## config.mk

```make
export PLATFORM = sky130hd
export DESIGN_NAME = controle_semaforo
export DESIGN_NICKNAME = d
export VERILOG_FILES = /design/src/rtl/controle_semaforo.sv
export SDC_FILE = /design/constraint.sdc
export NUM_CORES = 1
export LEC_CHECK = 0
export ABC_AREA = 1
export CAP_MARGIN = 20
export CORE_UTILIZATION = 47
export DETAILED_ROUTE_END_ITERATION = 16
export PLACE_DENSITY_LB_ADDON = 0.08
export SLEW_MARGIN = 20
export SYNTH_ARGS = -nofsm -noshare
export SYNTH_HDL_FRONTEND = slang
export SYNTH_SLANG_ARGS = --single-unit
```

## constraint.sdc

```tcl
create_clock -name clk -period 2.2 [get_ports clk]
set_input_delay 0.22 -clock clk [delete_from_list [all_inputs] [get_ports clk]]
set_output_delay 0.22 -clock clk [all_outputs]
set_load 0.02 [all_outputs]
```

## src/rtl/controle_semaforo.sv

```systemverilog
// Control FSM for the pedestrian-actuated crossing: sequences the 7 s / 5 s / 0.5 s
// timers through load/clear/fim, latches the pedestrian request and drives the lamps.
module controle_semaforo #(
    parameter int N_PISCA = 6,
    parameter int W_PISCA = 3
) (
    input  logic       clk,
    input  logic       rst,
    input  logic       botao,
    input  logic       fim_7s,
    input  logic       fim_5s,
    input  logic       fim_05s,
    output logic       load_Reg7s,
    output logic       clear_Reg7s,
    output logic       load_Reg5s,
    output logic       clear_Reg5s,
    output logic       load_Reg05s,
    output logic       clear_Reg05s,
    output logic       carro_verde,
    output logic       carro_amarelo,
    output logic       carro_vermelho,
    output logic       pedestre_verde,
    output logic       pedestre_vermelho,
    output logic       pedido,
    output logic [2:0] estado
);

    localparam logic [2:0] INICIO   = 3'd0;
    localparam logic [2:0] VERDE    = 3'd1;
    localparam logic [2:0] AMARELO  = 3'd2;
    localparam logic [2:0] VERMELHO = 3'd3;
    localparam logic [2:0] PISCA    = 3'd4;

    localparam logic [W_PISCA-1:0] ULTIMO = W_PISCA'(N_PISCA - 1);

    logic [2:0]         r_estado;
    logic [2:0]         w_prox;
    logic               r_sync1;
    logic               r_sync2;
    logic               r_sync_ant;
    logic               w_pulso;
    logic               r_pedido;
    logic [W_PISCA-1:0] r_cont;
    logic               r_fase;

    assign w_pulso = r_sync2 & ~r_sync_ant;

    always_comb begin
        w_prox = r_estado;
        case (r_estado)
            INICIO:   w_prox = VERDE;
            VERDE:    if (fim_7s && r_pedido) w_prox = AMARELO;
            AMARELO:  if (fim_05s) w_prox = VERMELHO;
            VERMELHO: if (fim_5s) w_prox = PISCA;
            PISCA:    if (fim_05s && (r_cont == ULTIMO)) w_prox = VERDE;
            default:  w_prox = INICIO;
        endcase
    end

    always_ff @(posedge clk or negedge rst) begin
        if (!rst) begin
            r_estado   <= INICIO;
            r_sync1    <= 1'b0;
            r_sync2    <= 1'b0;
            r_sync_ant <= 1'b0;
            r_pedido   <= 1'b0;
            r_cont     <= '0;
            r_fase     <= 1'b1;
        end else begin
            r_estado   <= w_prox;
            r_sync1    <= botao;
            r_sync2    <= r_sync1;
            r_sync_ant <= r_sync2;
            case (r_estado)
                VERDE: begin
                    // Leaving green consumes the request; presses elsewhere never set it.
                    if (fim_7s && r_pedido) r_pedido <= 1'b0;
                    else if (w_pulso)       r_pedido <= 1'b1;
                end
                VERMELHO: begin
                    if (fim_5s) begin
                        r_cont <= '0;
                        r_fase <= 1'b1;
                    end
                end
                PISCA: begin
                    if (fim_05s) begin
                        r_fase <= ~r_fase;
                        if (r_cont == ULTIMO) r_cont <= '0;
                        else                  r_cont <= r_cont + 1'b1;
                    end
                end
                default: ;
            endcase
        end
    end

    always_comb begin
        load_Reg7s        = 1'b0;
        clear_Reg7s       = 1'b1;
        load_Reg5s        = 1'b0;
        clear_Reg5s       = 1'b1;
        load_Reg05s       = 1'b0;
        clear_Reg05s      = 1'b1;
        carro_verde       = 1'b0;
        carro_amarelo     = 1'b0;
        carro_vermelho    = 1'b1;
        pedestre_verde    = 1'b0;
        pedestre_vermelho = 1'b1;
        case (r_estado)
            VERDE: begin
                load_Reg7s     = 1'b1;
                clear_Reg7s    = 1'b0;
                carro_verde    = 1'b1;
                carro_vermelho = 1'b0;
            end
            AMARELO: begin
                load_Reg05s    = 1'b1;
                clear_Reg05s   = 1'b0;
                carro_amarelo  = 1'b1;
                carro_vermelho = 1'b0;
            end
            VERMELHO: begin
                load_Reg5s        = 1'b1;
                clear_Reg5s       = 1'b0;
                pedestre_verde    = 1'b1;
                pedestre_vermelho = 1'b0;
            end
            PISCA: begin
                // Restart the half-second timer on every pulse so each flash phase is full length.
                load_Reg05s       = 1'b1;
                clear_Reg05s      = fim_05s;
                pedestre_verde    = r_fase;
                pedestre_vermelho = 1'b0;
            end
            default: ;
        endcase
    end

    assign pedido = r_pedido;
    assign estado = r_estado;

endmodule

```

==> flow_metrics.env <==
export IMPL_status="finished clean"
export IMPL_holdWs_ns=0.281
export IMPL_final_setup_viol_count=0
export IMPL_dp_hpwl_um=951
export IMPL_num_rows=13
export IMPL_p_int_uw=717
export IMPL_synth_top_area_share_pct=38.2
export IMPL_r2r_start="estado[1]"
export IMPL_drt_drc_violations_left=0
export IMPL_area_growth_pct=35.6
export IMPL_slew_headroom_pct=67.6
export IMPL_drt_iter0_drc=9
export IMPL_fin_cells=114
export IMPL_start_util_pct=50.3
export IMPL_min_period_over_period_pct=91.9
export IMPL_grt_max_degree=12
export IMPL_antenna_found_initial=0
export IMPL_combinationalPowerShare_pct=64.4
export IMPL_cts_resized_gates=0
export IMPL_detail_route_first_pass_iterations=4
export IMPL_max_freq_mhz=495
export IMPL_drive_above_1_share_pct=27.3
export IMPL_syn_inst=77
export IMPL_place_port_buffers=20
export IMPL_worst_pin_slew_ns=0.485
export IMPL_fill_cells=117
export IMPL_drv_slew=0
export IMPL_fin_worst_skew_ns=0.00189
export IMPL_cts_root_buf="clkbuf_4"
export IMPL_critPathKind="register to output port"
export IMPL_clockBufferDepth=2
export IMPL_swShare_pct=46.9
export IMPL_reg2reg_to="r_cont[1]"
export IMPL_first_global_vias=478
export IMPL_dieArea_sq_um=1550
export IMPL_hp_class="input port to async pin"
export IMPL_peakVddDrop_mv=0.778
export IMPL_grt_first_pass_wirelength_um=1930
export IMPL_path_max_fanout=6
export IMPL_htree_levels=1
export IMPL_insertedDiodeCount=0
export IMPL_synth_edf_count=0
export IMPL_avgViaCountPerCell=4.75
export IMPL_ys_async_sr_fraction_pct=100
export IMPL_rsz0062_at_grt="false"
export IMPL_rrSetupSlack_ns=0.96
export IMPL_grt_overflow_total=0
export IMPL_die_h_um=39.3
export IMPL_ys_ff_latch=11
export IMPL_synth_largest_area_cell="dfrtp_1"
export IMPL_synth_cell_types=24
export IMPL_yosys_warnings=0
export IMPL_cts_tree="done"
export IMPL_cts_buffers=3
export IMPL_maxCapViolCount=0
export IMPL_pwr_density_cell_nw_per_um2=1520
export IMPL_wl_um=1200
export IMPL_antenna_left=0
export IMPL_die_w_um=39.3
export IMPL_seqPwrFrac_pct=25.4
export IMPL_worstPathArrival_ns=1.80
export IMPL_grt_usage_pct=18.9
export IMPL_core_area_sq_um=1300
export IMPL_vias=542
export IMPL_pin_count=21
export IMPL_power_switching_uw=634
export IMPL_clk_pin_slew_worst_paths_ns=0.07
export IMPL_place_inst=110
export IMPL_post_cts_setup_buffers=0
export IMPL_fin_setup_tns_ns=0
export IMPL_syn_area_per_cell_sq_um=8.50
export IMPL_period_needed_ns=2.02
export IMPL_wl_per_cell_um=10.5
export IMPL_synthTopCellsByArea="dfrtp_1, nand2_1, nand2_2"
export IMPL_required_ns=1.98
export IMPL_multi_input_area_sq_um=317
export IMPL_cp_start_kind="register"
export IMPL_ff_latch_area_sq_um=277
export IMPL_globalplace_congestion=0.681
export IMPL_synth_nets=83
export IMPL_critPathCaptureType="output port"
export IMPL_num_nets_final=106
export IMPL_syn_cell_area_sq_um=654
export IMPL_reg2reg_depth=6
export IMPL_power_leakage_nw=0.407
export IMPL_yosysSeqAreaShare_pct=42.3
export IMPL_clock_sinks=11
export IMPL_ctsHoldBuffers=0
export IMPL_p_clk_share_pct=10.1
export IMPL_clk_latency_ns=0.26
export IMPL_ys_flop_type="dfrtp_1"
export IMPL_hold_viol_final=0
registers in the layout, indices dropped and copies added, names as in the netlist:
| name | count |
|---|---|
| r_sync1 | 1 |
| r_fase | 1 |
| pedido | 1 |
| estado | 3 |
| r_sync_ant | 1 |
| r_sync2 | 1 |
| r_cont | 3 |
stage by stage:
stage | total power, mW | worst slack (ns) | instance area (sq um) | utilization [%]
detailed placement | 1.22 | 0.386 | 861 | 66.2
floorplan | 0.895 | 0.401 | 654 | -
CTS | 1.36 | 0.162 | 887 | 68.2
global placement | 1.21 | 0.404 | 861 | 66.2
finish | 1.35 | 0.178 | 887 | 68.2
global route | 1.46 | 0.0318 | 887 | 68.2
how the worst max path moves through the flow:
stage / to / depth (start not counted) / start / slack, ns
6_report: clear_Reg05s / 4 / estado[1] / 0.18
5_1_grt: pedestre_verde / 4 / estado[0] / 0.03
4_1_cts: clear_Reg05s / 4 / estado[1] / 0.16
3_5_place_dp: clear_Reg05s / 4 / fim_05s / 0.39
3_3_place_gp: clear_Reg05s / 4 / fim_05s / 0.40
2_1_floorplan: clear_Reg05s / 5 / estado[1] / 0.40
cell usage after synthesis (all sizes together), types with 2 or more instances:
master / number
buf: 2
nor3: 2
nor2: 7
inv: 13
nand3: 3
o21bai: 2
o21ai: 7
nand4: 4
dfrtp: 10
nand2: 22
critical path, cell delays in order, from the launching register on:
cell,delay (ns)
dfrtp_1,0.46
nor2_1,0.15
nand2_2,0.12
o21ai_0,0.18
clkdlybuf4s50_1,0.62
cell usage in the layout, fill, tap and decap left out:
master / netlist / layout
nor2_2: 1 / 1
o21bai_2: 1 / 1
nand2_1: 15 / 15
nand3b_1: 1 / 1
a21oi_1: 1 / 1
dfrtp_1: 10 / 10
clkbuf_1: 0 / 1
or2_1: 1 / 1
o21ai_4: 1 / 1
inv_2: 5 / 5
o21ai_2: 4 / 4
nand2_4: 1 / 1
o21ai_0: 2 / 2
dfstp_2: 1 / 1
inv_1: 8 / 8
nor3_2: 2 / 2
nand3_1: 3 / 3
clkdlybuf4s50_1: 0 / 20
nand2_2: 6 / 6
clkbuf_4: 0 / 3
o21bai_1: 1 / 1
nand4_1: 4 / 4
nor2_4: 2 / 2
xor2_1: 1 / 1
nor2_1: 4 / 4
cell families (layout without fill, tap and decap cells):
logic type	after synthesis	after routing	synth area share [%]
xor+xnor	1	1	1.34
buf+inv	15	37	9.37
compound gates	10	10	13.0
simple gates	40	40	34.0
flops	11	11	42.3
power by group through the flow:
stage	registers [mW]	clock network, mW	logic, mW
finish	0.344	0.137	0.870
CTS	0.342	0.140	0.877
floorplan	0.366	0	0.529
global route	0.353	0.145	0.958
detailed placement	0.346	0	0.875
global placement	0.343	0	0.863
final cells by class:
| class | instances | share of cell area (%) |
|---|---|---|
| flip-flops and latches | 11 | 31.2 |
| clock buffers | 4 | 2.96 |
| repair buffers | 20 | 22.6 |
| multi-input cells | 51 | 35.7 |
| well taps | 15 | 2.12 |
| inverters | 13 | 5.50 |
per-layer routing:
metal | share of wire [%] | track usage [%] | vias to the layer above
li1 | - | - | 287
met1 | 47 | 24.1 | 235
met2 | 47 | 31.3 | 16
met3 | 3.6 | 1.70 | 4
met4 | 1.8 | 10.3 | 0
met5 | 0 | 0 | -
Note: power is estimated with default switching activity, not from simulation.
